===== src/rtl/fetch_unit.sv =====
// Instruction-fetch stage feeding the IF/ID register.
// Owns the PC, keeps at most one request in flight to a variable-latency
// instruction memory, and buffers one fetched instruction with its PC.
// A redirect flushes the buffer and discards any response still in flight.
module fetch_unit #(
    parameter logic [63:0] RESET_PC = 64'h0,
    parameter int          PC_INC   = 4
) (
    input  logic        clk,
    input  logic        reset,
    input  logic        pc_write,
    input  logic        redirect,
    input  logic [63:0] redirect_pc,
    output logic        imem_req,
    output logic [63:0] imem_addr,
    input  logic        imem_ready,
    input  logic        imem_rvalid,
    input  logic [31:0] imem_rdata,
    output logic [63:0] if_pc,
    output logic [31:0] if_instr,
    output logic        if_valid
);

    // FETCH: free to issue; WAIT: response pending and wanted;
    // DROP: response pending but stale after a redirect.
    typedef enum logic [1:0] {
        FETCH = 2'd0,
        WAIT  = 2'd1,
        DROP  = 2'd2
    } state_t;

    state_t      state_reg;
    logic [63:0] pc_reg;
    logic        if_valid_reg;
    logic [63:0] if_pc_reg;
    logic [31:0] if_instr_reg;

    logic        consume;
    logic        issue;
    logic [63:0] redirect_target;
    logic        redirect_lsb_unused;

    // IF/ID takes the buffered instruction this cycle.
    assign consume = if_valid_reg && pc_write;

    // Only issue when the buffer is empty or being drained this cycle, so a
    // returning response always finds room.
    assign imem_req = !reset && (state_reg == FETCH) && !redirect
                      && (!if_valid_reg || pc_write);
    assign issue    = imem_req && imem_ready;

    // Targets are word aligned; the low two bits are ignored.
    assign redirect_target     = {redirect_pc[63:2], 2'b00};
    assign redirect_lsb_unused = ^redirect_pc[1:0];

    assign imem_addr = pc_reg;
    assign if_pc     = if_pc_reg;
    assign if_instr  = if_instr_reg;
    assign if_valid  = if_valid_reg;

    // PC, fetch state and output buffer; redirect outranks every other event.
    always_ff @(posedge clk or posedge reset) begin
        if (reset) begin
            pc_reg       <= RESET_PC;
            state_reg    <= FETCH;
            if_valid_reg <= 1'b0;
            if_pc_reg    <= 64'h0;
            if_instr_reg <= 32'h0;
        end else if (redirect) begin
            pc_reg       <= redirect_target;
            if_valid_reg <= 1'b0;
            if_instr_reg <= 32'h0;
            case (state_reg)
                FETCH:   state_reg <= FETCH;
                WAIT,
                DROP:    state_reg <= imem_rvalid ? FETCH : DROP;
                default: state_reg <= FETCH;
            endcase
        end else begin
            // Drained buffer empties unless a response refills it below.
            if (consume) begin
                if_valid_reg <= 1'b0;
                if_instr_reg <= 32'h0;
            end
            case (state_reg)
                FETCH: begin
                    if (issue) begin
                        state_reg <= WAIT;
                    end
                end
                WAIT: begin
                    if (imem_rvalid) begin
                        if_valid_reg <= 1'b1;
                        if_pc_reg    <= pc_reg;
                        if_instr_reg <= imem_rdata;
                        pc_reg       <= pc_reg + 64'(PC_INC);
                        state_reg    <= FETCH;
                    end
                end
                DROP: begin
                    if (imem_rvalid) begin
                        state_reg <= FETCH;
                    end
                end
                default: state_reg <= FETCH;
            endcase
        end
    end

endmodule


===== config.mk =====
export PLATFORM = sky130hd
export DESIGN_NAME = fetch_unit
export DESIGN_NICKNAME = d
export VERILOG_FILES = /design/src/rtl/fetch_unit.sv
export SDC_FILE = /design/constraint.sdc
export NUM_CORES = 1
export LEC_CHECK = 0
export ABC_AREA = 0
export ABC_CLOCK_PERIOD_IN_PS = 7200
export CORE_ASPECT_RATIO = 0.9
export CORE_MARGIN = 2
export CORE_UTILIZATION = 49
export CTS_CLUSTER_SIZE = 20
export DETAILED_ROUTE_END_ITERATION = 8
export PLACE_DENSITY = 0.86
export SYNTH_ARGS = -nofsm -noshare
export SYNTH_HDL_FRONTEND = slang
export SYNTH_SLANG_ARGS = --single-unit

===== constraint.sdc =====
create_clock -name clk -period 7.2 [get_ports clk]
set_input_delay 0.72 -clock clk [delete_from_list [all_inputs] [get_ports clk]]
set_output_delay 0.72 -clock clk [all_outputs]
set_load 0.1 [all_outputs]

==> results of run 1 <==
## report_power, final
part | total [mW] | leakage, nW | internal [mW] | switching, mW
clock | 0.945 | 0.292 | 0.561 | 0.384
sequential | 1.16 | 2.05 | 1.04 | 0.121
combinational | 1.70 | 2.09 | 0.405 | 1.29
total | 3.80 | 4.43 | 2.01 | 1.79
## area by class of cell
cell class,instances,share of cell area (%)
sequential,159,37.2
multi-input combinational,462,29.9
timing repair buffer,262,24.3
clock buffer,18,4.10
tap,198,2.32
clock inverter,14,1.68
inverter,12,0.468
## per-layer routing
metal	part of all wire [%]	up-vias	track usage [%]	wire length [µm]
met1	42	3128	34.8	9090
met3	7.4	24	8.22	1600
li1	-	2941	-	-
met2	49	235	45.8	10500
met4	1.4	0	8.78	309
met5	0	-	0	0
## through the flow
stage / hold WS (ns) / util (%) / cell area [µm²]
floorplan: 0.517 / - / 7370
global placement: 0.483 / 68.5 / 10100
detailed placement: 0.484 / 68.5 / 10100
CTS: 0.505 / 72.7 / 10700
global route: 0.515 / 72.7 / 10700
finish: 0.505 / 72.7 / 10700
## cells in the mapped netlist, drive strengths merged (12+ instances only)
| master | number | area (µm²) |
|---|---|---|
| a31oi | 16 | 100 |
| dfrtp | 159 | 3980 |
| nand2 | 64 | 240 |
| nor3 | 17 | 90.1 |
| nor2 | 32 | 123 |
| a22o | 32 | 280 |
| nand3 | 33 | 170 |
| nand4 | 35 | 238 |
| buf | 13 | 72.6 |
| o21ai | 47 | 235 |
| mux2 | 64 | 721 |
| clkbuf | 26 | 97.6 |
| inv | 12 | 45.0 |
| xor2 | 21 | 184 |
| xnor2 | 14 | 123 |
## logic make-up (layout without fill, tap and decap cells)
| family | count (synthesis) | after routing | synth area share, % |
|---|---|---|---|
| and+or+nand+nor | 234 | 234 | 17.2 |
| muxes | 67 | 67 | 10.2 |
| other | 1 | 4 | 0.0510 |
| DFF | 159 | 159 | 54.1 |
| adders and majority gates | 3 | 3 | 0.510 |
| buffers and inverters | 51 | 306 | 2.92 |
| xor gates and xnor gates | 35 | 35 | 4.17 |
| AOI/OAI and AO/OA | 119 | 119 | 10.9 |
## worst reg2reg max path, delay by kind of cell, from the launching register on
| kind | cells | cell delay [ns] |
|---|---|---|
| buf+inv | 1 | 0.10 |
| flops | 1 | 0.36 |
| compound gates | 1 | 0.16 |
| simple gates | 4 | 2.52 |
| fa+ha+maj | 1 | 0.30 |
## worst min-delay path by stage
stage / end / slack (ns) / cells past startpoint
2_1_floorplan: state_reg[1] / 0.52 / 2
3_3_place_gp: if_instr[20] / 0.48 / 1
3_5_place_dp: if_instr[30] / 0.48 / 1
4_1_cts: if_instr[20] / 0.51 / 1
5_1_grt: if_instr[3] / 0.52 / 1
6_report: if_instr[3] / 0.51 / 1
## layout by cell type (no fill, tap or decap), drive strengths merged, types with 17 or more instances in the layout
cell           netlist  routed
clkdlybuf4s50        0     256
dfrtp              159     159
nand2               64      64
mux2                64      64
o21ai               47      47
nand4               35      35
nand3               33      33
a22o                32      32
nor2                32      32
xor2                21      21
clkbuf              26      18
nor3                17      17
inv                 12      17
==> results.yml, run 1 <==
timing:
  min_period_ns: 3.69
  postLayoutSetupSlackWorst_ns: 3.51
  drv_slew: 0
  fmaxAchievable_ghz: 0.271
  hold_violations: 0
  maxSlewHeadroom_pct: 13.4
  worst_pin_slew_ns: 1.30
  setup_tns_ns: 0
  rsz0062_at_grt: "no"
  setup_viol: 0
  period_share_pct: 51.3
  clock_skew_ns: 0.00712
synth:
  ys_seq_area_share_pct: 54.1
  synth.avg_cell_area_um2: 11.0
  synth.cell_area_mm2: 0.00736
  synth_flop_cell: "dfrtp_1"
  yosys_register_bits: 159
  synth_edf_count: 0
  yosysWarnings: 0
  synth_cells: 669
  synth_cell_type_count: 53
  async_flop_share_pct: 100
power_and_ir_drop:
  leakage_nw: 4.43
  peakVddDrop_mv: 0.319
  power.density_mw_per_mm2: 355
  power.total_mw: 3.80
grt:
  grt.total_usage_pct: 27.5
  grt_start_max_net_pins: 90
  grt_pass1_wl_um: 34300
  antenna_found_initial: 0
  grt_pass1_vias: 6481
  overflow: 0
floorplan:
  core_mm2: 0.0147
  die_width_um: 133
  start_util_pct: 50.0
  dieArea_mm2: 0.0160
  fp-row-count: 42
  io_pins: 264
  die_h_um: 120
finish:
  fillCellCount: 1055
  diodes: 0
  ff_latch_area_mm2: 0.00398
  drive_gt1_share_pct: 12.4
  nets: 1019
  layout-area-overhead-vs-synth_pct: 45.4
  multi_input_area_mm2: 0.00320
  instances_no_fill: 1125
clocking:
  cts_setup_buffers: 0
  clock_latency_ns: 0.43
  clock-sinks: 159
  cts_buffers: 17
  tritoncts: "done"
  clkTransAtPathRegs_ns: 0.06
  htreeDepth: 4
  cts-resized-gates: 0
  cts-root-to-sink-buffers: 2
  clockRootBuffer: "clkbuf_16"
  cts_hold_buf: 0
run_status:
  outcome: "completed"
setup_path:
  crit_top_cell: "clkdlybuf4s50_1"
  r2r_cells: 7
  crit_start: "pc_write"
  cp_slowest_stage_delay_ns: 1.25
  path_depth: 4
  arrival_ns: 2.97
  startpoint_type: "input pin"
  path_class: "in2out"
  cpMaxStageDelayCell: "clkdlybuf4s50_1"
  crit_end: "imem_req"
  reg2reg_slack_ns: 3.70
  reg2reg_from: "state_reg[1]"
  cp_top_family: "buffers and inverters"
  reg2reg_to: "imem_addr[61]"
  required_ns: 6.48
  crit_chain: "clkdlybuf4s50_1 -> nand2b_1 -> nor3b_1 -> clkdlybuf4s50_1"
  cp_max_fo: 3
  critPathCaptureType: "output pin"
  cp_num_buf_inv: 2
route:
  ant_nets: 0
  drcViolationCount: 0
  drt_first_pass_iters: 4
  wl_um: 21500
  vias_per_cell: 5.62
  drtIter0Drc: 347
  num_vias: 6328
  detail_route.wl_per_cell_um: 19.1
worst_hold_path:
  hp-class: "reg2reg"
  hp-start: "if_instr[3]"
placement:
  dp_hpwl_um: 14900
  port_buffers: 257
  place_congestion: 0.818
  dp_slack_ns: 3.00
  place_inst: 1093
run:
  cap_violations: 0
Note: power is estimated with default switching activity, not from simulation.
==> run 2: changes to the inputs <==
--- a/config.mk
+++ b/config.mk
@@ -6,13 +6,13 @@
 export NUM_CORES = 1
 export LEC_CHECK = 0
 export ABC_AREA = 0
-export ABC_CLOCK_PERIOD_IN_PS = 7200
+export ABC_CLOCK_PERIOD_IN_PS = 3760
 export CORE_ASPECT_RATIO = 0.9
 export CORE_MARGIN = 2
-export CORE_UTILIZATION = 49
+export CORE_UTILIZATION = 45
 export CTS_CLUSTER_SIZE = 20
 export DETAILED_ROUTE_END_ITERATION = 8
-export PLACE_DENSITY = 0.86
+export PLACE_DENSITY = 0.8
 export SYNTH_ARGS = -nofsm -noshare
 export SYNTH_HDL_FRONTEND = slang
 export SYNTH_SLANG_ARGS = --single-unit
==> constraint.sdc (replaced) <==
create_clock -name clk -period 3.76 [get_ports clk]
set_input_delay 0.376 -clock clk [delete_from_list [all_inputs] [get_ports clk]]
set_output_delay 0.376 -clock clk [all_outputs]
set_load 0.1 [all_outputs]
==> run 2 against run 1 <==
Largest cell class unchanged. Clock skew is 0.0015 ns higher. Utilization is 5.9 points lower. Via count is 0.11% higher. First-iteration DRC count is 11% higher. Global-route usage is 2.6 points lower. Worst setup slack worse by 2.6 ns. Count of clock-buffer cells in the layout is 1 lower. Register-to-register slack worse by 2.8 ns. Sequential share of layout area is 0.13 points lower. Power is 88% higher.
==> results.yml, run 2 (synthesized netlist as in run 1, its figures left out) <==
placement:
  port_buffers: 257
  place_inst: 1109
  place_congestion: 0.809
  dp_hpwl_um: 15200
route:
  num_vias: 6335
  ant_nets: 0
  wl_um: 21300
  drcViolationCount: 0
  vias_per_cell: 5.56
  detail_route.wl_per_cell_um: 18.7
  drt_first_pass_iters: 4
  drtIter0Drc: 386
floorplan:
  core_mm2: 0.0161
  start_util_pct: 45.8
  fp-row-count: 44
  io_pins: 264
  die_h_um: 125
  die_width_um: 139
  dieArea_mm2: 0.0174
setup_path:
  cp_max_fo: 12
  cp_slowest_stage_delay_ns: 0.66
  required_ns: 4.10
  path_class: "reg2reg"
  cpMaxStageDelayCell: "nor4_4"
  critPathCaptureType: "flop"
  startpoint_type: "flop"
  crit_chain: "nand4_2 -> nor4_4 -> nand4_1 -> or4_1 -> a31oi_1"
  arrival_ns: 3.19
clocking:
  cts_hold_buf: 0
  clock_latency_ns: 0.42
  clock-sinks: 159
  htreeDepth: 4
  cts-resized-gates: 0
  clkTransAtPathRegs_ns: 0.06
  clockRootBuffer: "clkbuf_16"
  tritoncts: "done"
  cts_setup_buffers: 0
  cts-root-to-sink-buffers: 2
  cts_buffers: 17
grt:
  grt_pass1_wl_um: 34300
  overflow: 0
  antenna_found_initial: 0
  grt_pass1_vias: 6454
  grt.total_usage_pct: 24.9
  grt_start_max_net_pins: 88
timing:
  rsz0062_at_grt: "no"
  worst_pin_slew_ns: 1.04
  drv_slew: 0
  min_period_ns: 2.85
  period_share_pct: 75.8
  hold_violations: 0
  setup_tns_ns: 0
  maxSlewHeadroom_pct: 30.4
  fmaxAchievable_ghz: 0.351
  setup_viol: 0
  clock_skew_ns: 0.00858
finish:
  layout_common_cells: "clkdlybuf4s50_1 (255), dfrtp_1 (159), nand2_1 (64), mux2_2 (64), o21ai_0 (40)"
  layout_commonest_cell: "clkdlybuf4s50_1"
  diodes: 0
  nets: 1026
  drive_gt1_share_pct: 13.2
  instances_no_fill: 1140
  layout-area-overhead-vs-synth_pct: 45.9
power_and_ir_drop:
  power.density_mw_per_mm2: 666
  leakage_nw: 4.45
  peakVddDrop_mv: 0.604
run_status:
  outcome: "completed"
run:
  cap_violations: 0
worst_hold_path:
  hp-class: "in2reg"
-- run 2: cell count changes in the layout (fill, tap and decap cells not counted), moves of 2 or more --
cell / delta
inv_6: -3
buf_12: +2
buf_4: +6
clkinv_2: +4
-- run 2: layout make-up --
| cell class | instances | area, µm² |
|---|---|---|
| fill | 1221 | 5340 |
| sequential | 159 | 3980 |
| multi-input combinational | 462 | 3200 |
| timing repair buffer | 269 | 2680 |
| clock buffer | 17 | 425 |
| tap | 207 | 259 |
| clock inverter | 14 | 143 |
| inverter | 12 | 48.8 |
-- run 2: final timing paths --
path,startpoint,to,slack (ns),cells after the start
worst max-delay path,imem_addr[17],imem_addr[61],0.91,5
worst min-delay path,redirect,imem_addr[3],0.46,3
worst max register to register,imem_addr[17],imem_addr[61],0.91,5
worst min register to register,if_instr[24],if_instr[24],0.50,1
max in group asynchronous,reset,imem_addr[35],2.44,3
min in group asynchronous,reset,if_pc[47],0.50,3
-- run 2: stage by stage --
| step | hold WS, ns | utilization, % | power [mW] | area, µm² | setup WS (ns) |
|---|---|---|---|---|---|
| after floorplan | 0.497 | - | 4.66 | 7380 | 1.04 |
| after global placement | 0.482 | 63.3 | 5.46 | 10200 | 0.737 |
| after detailed placement | 0.480 | 63.3 | 5.50 | 10200 | 0.747 |
| after CTS | 0.457 | 66.8 | 7.20 | 10700 | 0.919 |
| after global routing | 0.484 | 66.8 | 7.40 | 10700 | 0.660 |
| final | 0.464 | 66.8 | 7.15 | 10700 | 0.911 |
-- run 2: metal layers --
metal  global-route usage, %  up-vias  wire length, µm  share of wire, %
met5                       0        -                0                 0
met4                    9.09        0              491               2.3
met3                    8.54       39             1680               7.9
met2                    39.6      253            10000                47
met1                    31.9     3093             9060                43
li1                        -     2950                -                 -
-- run 2: power by group --
part	total, mW	switching (mW)	internal [mW]	leakage [nW]
logic	3.25	2.47	0.779	2.13
clock network	1.69	0.714	0.973	0.275
registers	2.22	0.225	1.99	2.05
total	7.15	3.41	3.74	4.45
-- run 2: worst max-delay path: cells and delay by family (launching register included) --
kind / cells / cell delay, ns
and+or+nand+nor: 4 / 2.10
DFF: 1 / 0.48
AOI/OAI and AO/OA: 1 / 0.19
==> variant: new RTL, flow settings as in run 1 <==
Encoding of `state_t`: now one-hot (3 bits for 3 states).
--- a/src/rtl/fetch_unit.sv
+++ b/src/rtl/fetch_unit.sv
@@ -23,10 +23,10 @@
 
     // FETCH: free to issue; WAIT: response pending and wanted;
     // DROP: response pending but stale after a redirect.
-    typedef enum logic [1:0] {
-        FETCH = 2'd0,
-        WAIT  = 2'd1,
-        DROP  = 2'd2
+    typedef enum logic [2:0] {
+        FETCH = 3'b001,
+        WAIT  = 3'b010,
+        DROP  = 3'b100
     } state_t;
 
     state_t      state_reg;
Formal check against the unedited RTL: same outputs for any inputs over 4 cycles, from zero or initial values and one cycle with reset high; so few cycles prove little.
==> variant against run 1 <==
Synthesized area rose by 0.65%. Sequential cell count rose by 1. Via count rose by 1.4%. Routed wire length fell by 1.8%. First-iteration DRC count rose by 36%. Cell area rose by 0.63%. Worst setup slack got worse by 140 ps. Highest routed layer unchanged.
Power is not compared: it rests on default switching activity, and its combinational part moved more than twofold at a synthesized area within 25%.
==> variant: results (changes against run 1) <==
Worst hold path
  • Hold EP: if_instr[21]
  • Hold path startpoint: if_instr[21]

Setup path
  • Capturing point of the worst reg2reg path: imem_addr[51]
  • Reg-to-reg setup timing slack: 4360 ps (+660 ps)
  • Reg-to-Reg Start: imem_addr[11]
  • Number of cells on the worst reg-to-reg path: 5 (-2)

Layout
  • Sequential cell area share: 0.372 (about the same)
  • Count of inverters not on the clock network in the layout: 8 (-4)
  • Layout filler cell count: 1023 (-3.0%)
  • Area of the multi-input gates: 3210 sq um (+0.35%)
  • Fraction of layout cells with a size suffix above 1: 0.126 (+0.00189)
  • Data buffer area share: 0.244 (+0.000563)

Timing
  • Actual transition at the worst max-transition pin: 1180 ps (-122 ps)

Detailed routing
  • 1st-pass router iterations: 5 (+1)
  • Met1 wire length: 9130 um (+0.53%)
  • Met2 wire length: 10300 um (-2.2%)
  • Total met3 wirelength after detailed routing: 1440 um (-10%)

Global routing
  • GRT met1 Usage: 0.355 (+0.00770)
  • Met2 usage in global routing: 0.426 (-0.0317)
  • GRT met3 Usage: 0.0671 (-0.0151)
  • Wire length of the first global-routing pass: 33400 um (-2.6%)

Clock network
  • Clock sink count: 160 (+0.63%)

Yosys
  • Synth cell count leaders: dfrtp_1 (159), mux2_2 (65), nand2_1 (61)
  • Proportion of synthesized chip area in sequential cells: 0.541 (about the same)
  • Top cells by area, synth: dfrtp_1 (54%), mux2_2 (9.9%), a22o_1 (3.8%)

Status
  • Run status: finished clean
variant: changes by cell type after synthesis, moves of 6 or more:
cell and change:
xnor2_1 +11, o21ai_1 -7, o21ai_0 +6, nor4_1 +10, xor2_1 -8, nand4_1 -8, or4_1 +8, clkbuf_1 +8
variant: per-stage QoR:
stage               cells  utilization  area [sq um]  total power (W)
finish               1127        0.729         10800          0.00264
global route         1127        0.729         10800          0.00273
CTS                  1127        0.729         10800          0.00265
detailed placement   1095        0.686         10100          0.00168
global placement     1095        0.686         10100          0.00167
floorplan             677            -          7420          0.00148
variant: cells by family (layout without fill, tap and decap cells):
family | Yosys count | count (layout) | synth area share
AOI/OAI and AO/OA | 119 | 119 | 0.108
xor gates and xnor gates | 38 | 38 | 0.0449
adders and majority gates | 1 | 1 | 0.00169
buffers and inverters | 53 | 305 | 0.0302
DFF | 160 | 160 | 0.541
muxes | 68 | 68 | 0.103
other | 1 | 4 | 0.000506
and+or+nand+nor | 234 | 234 | 0.171
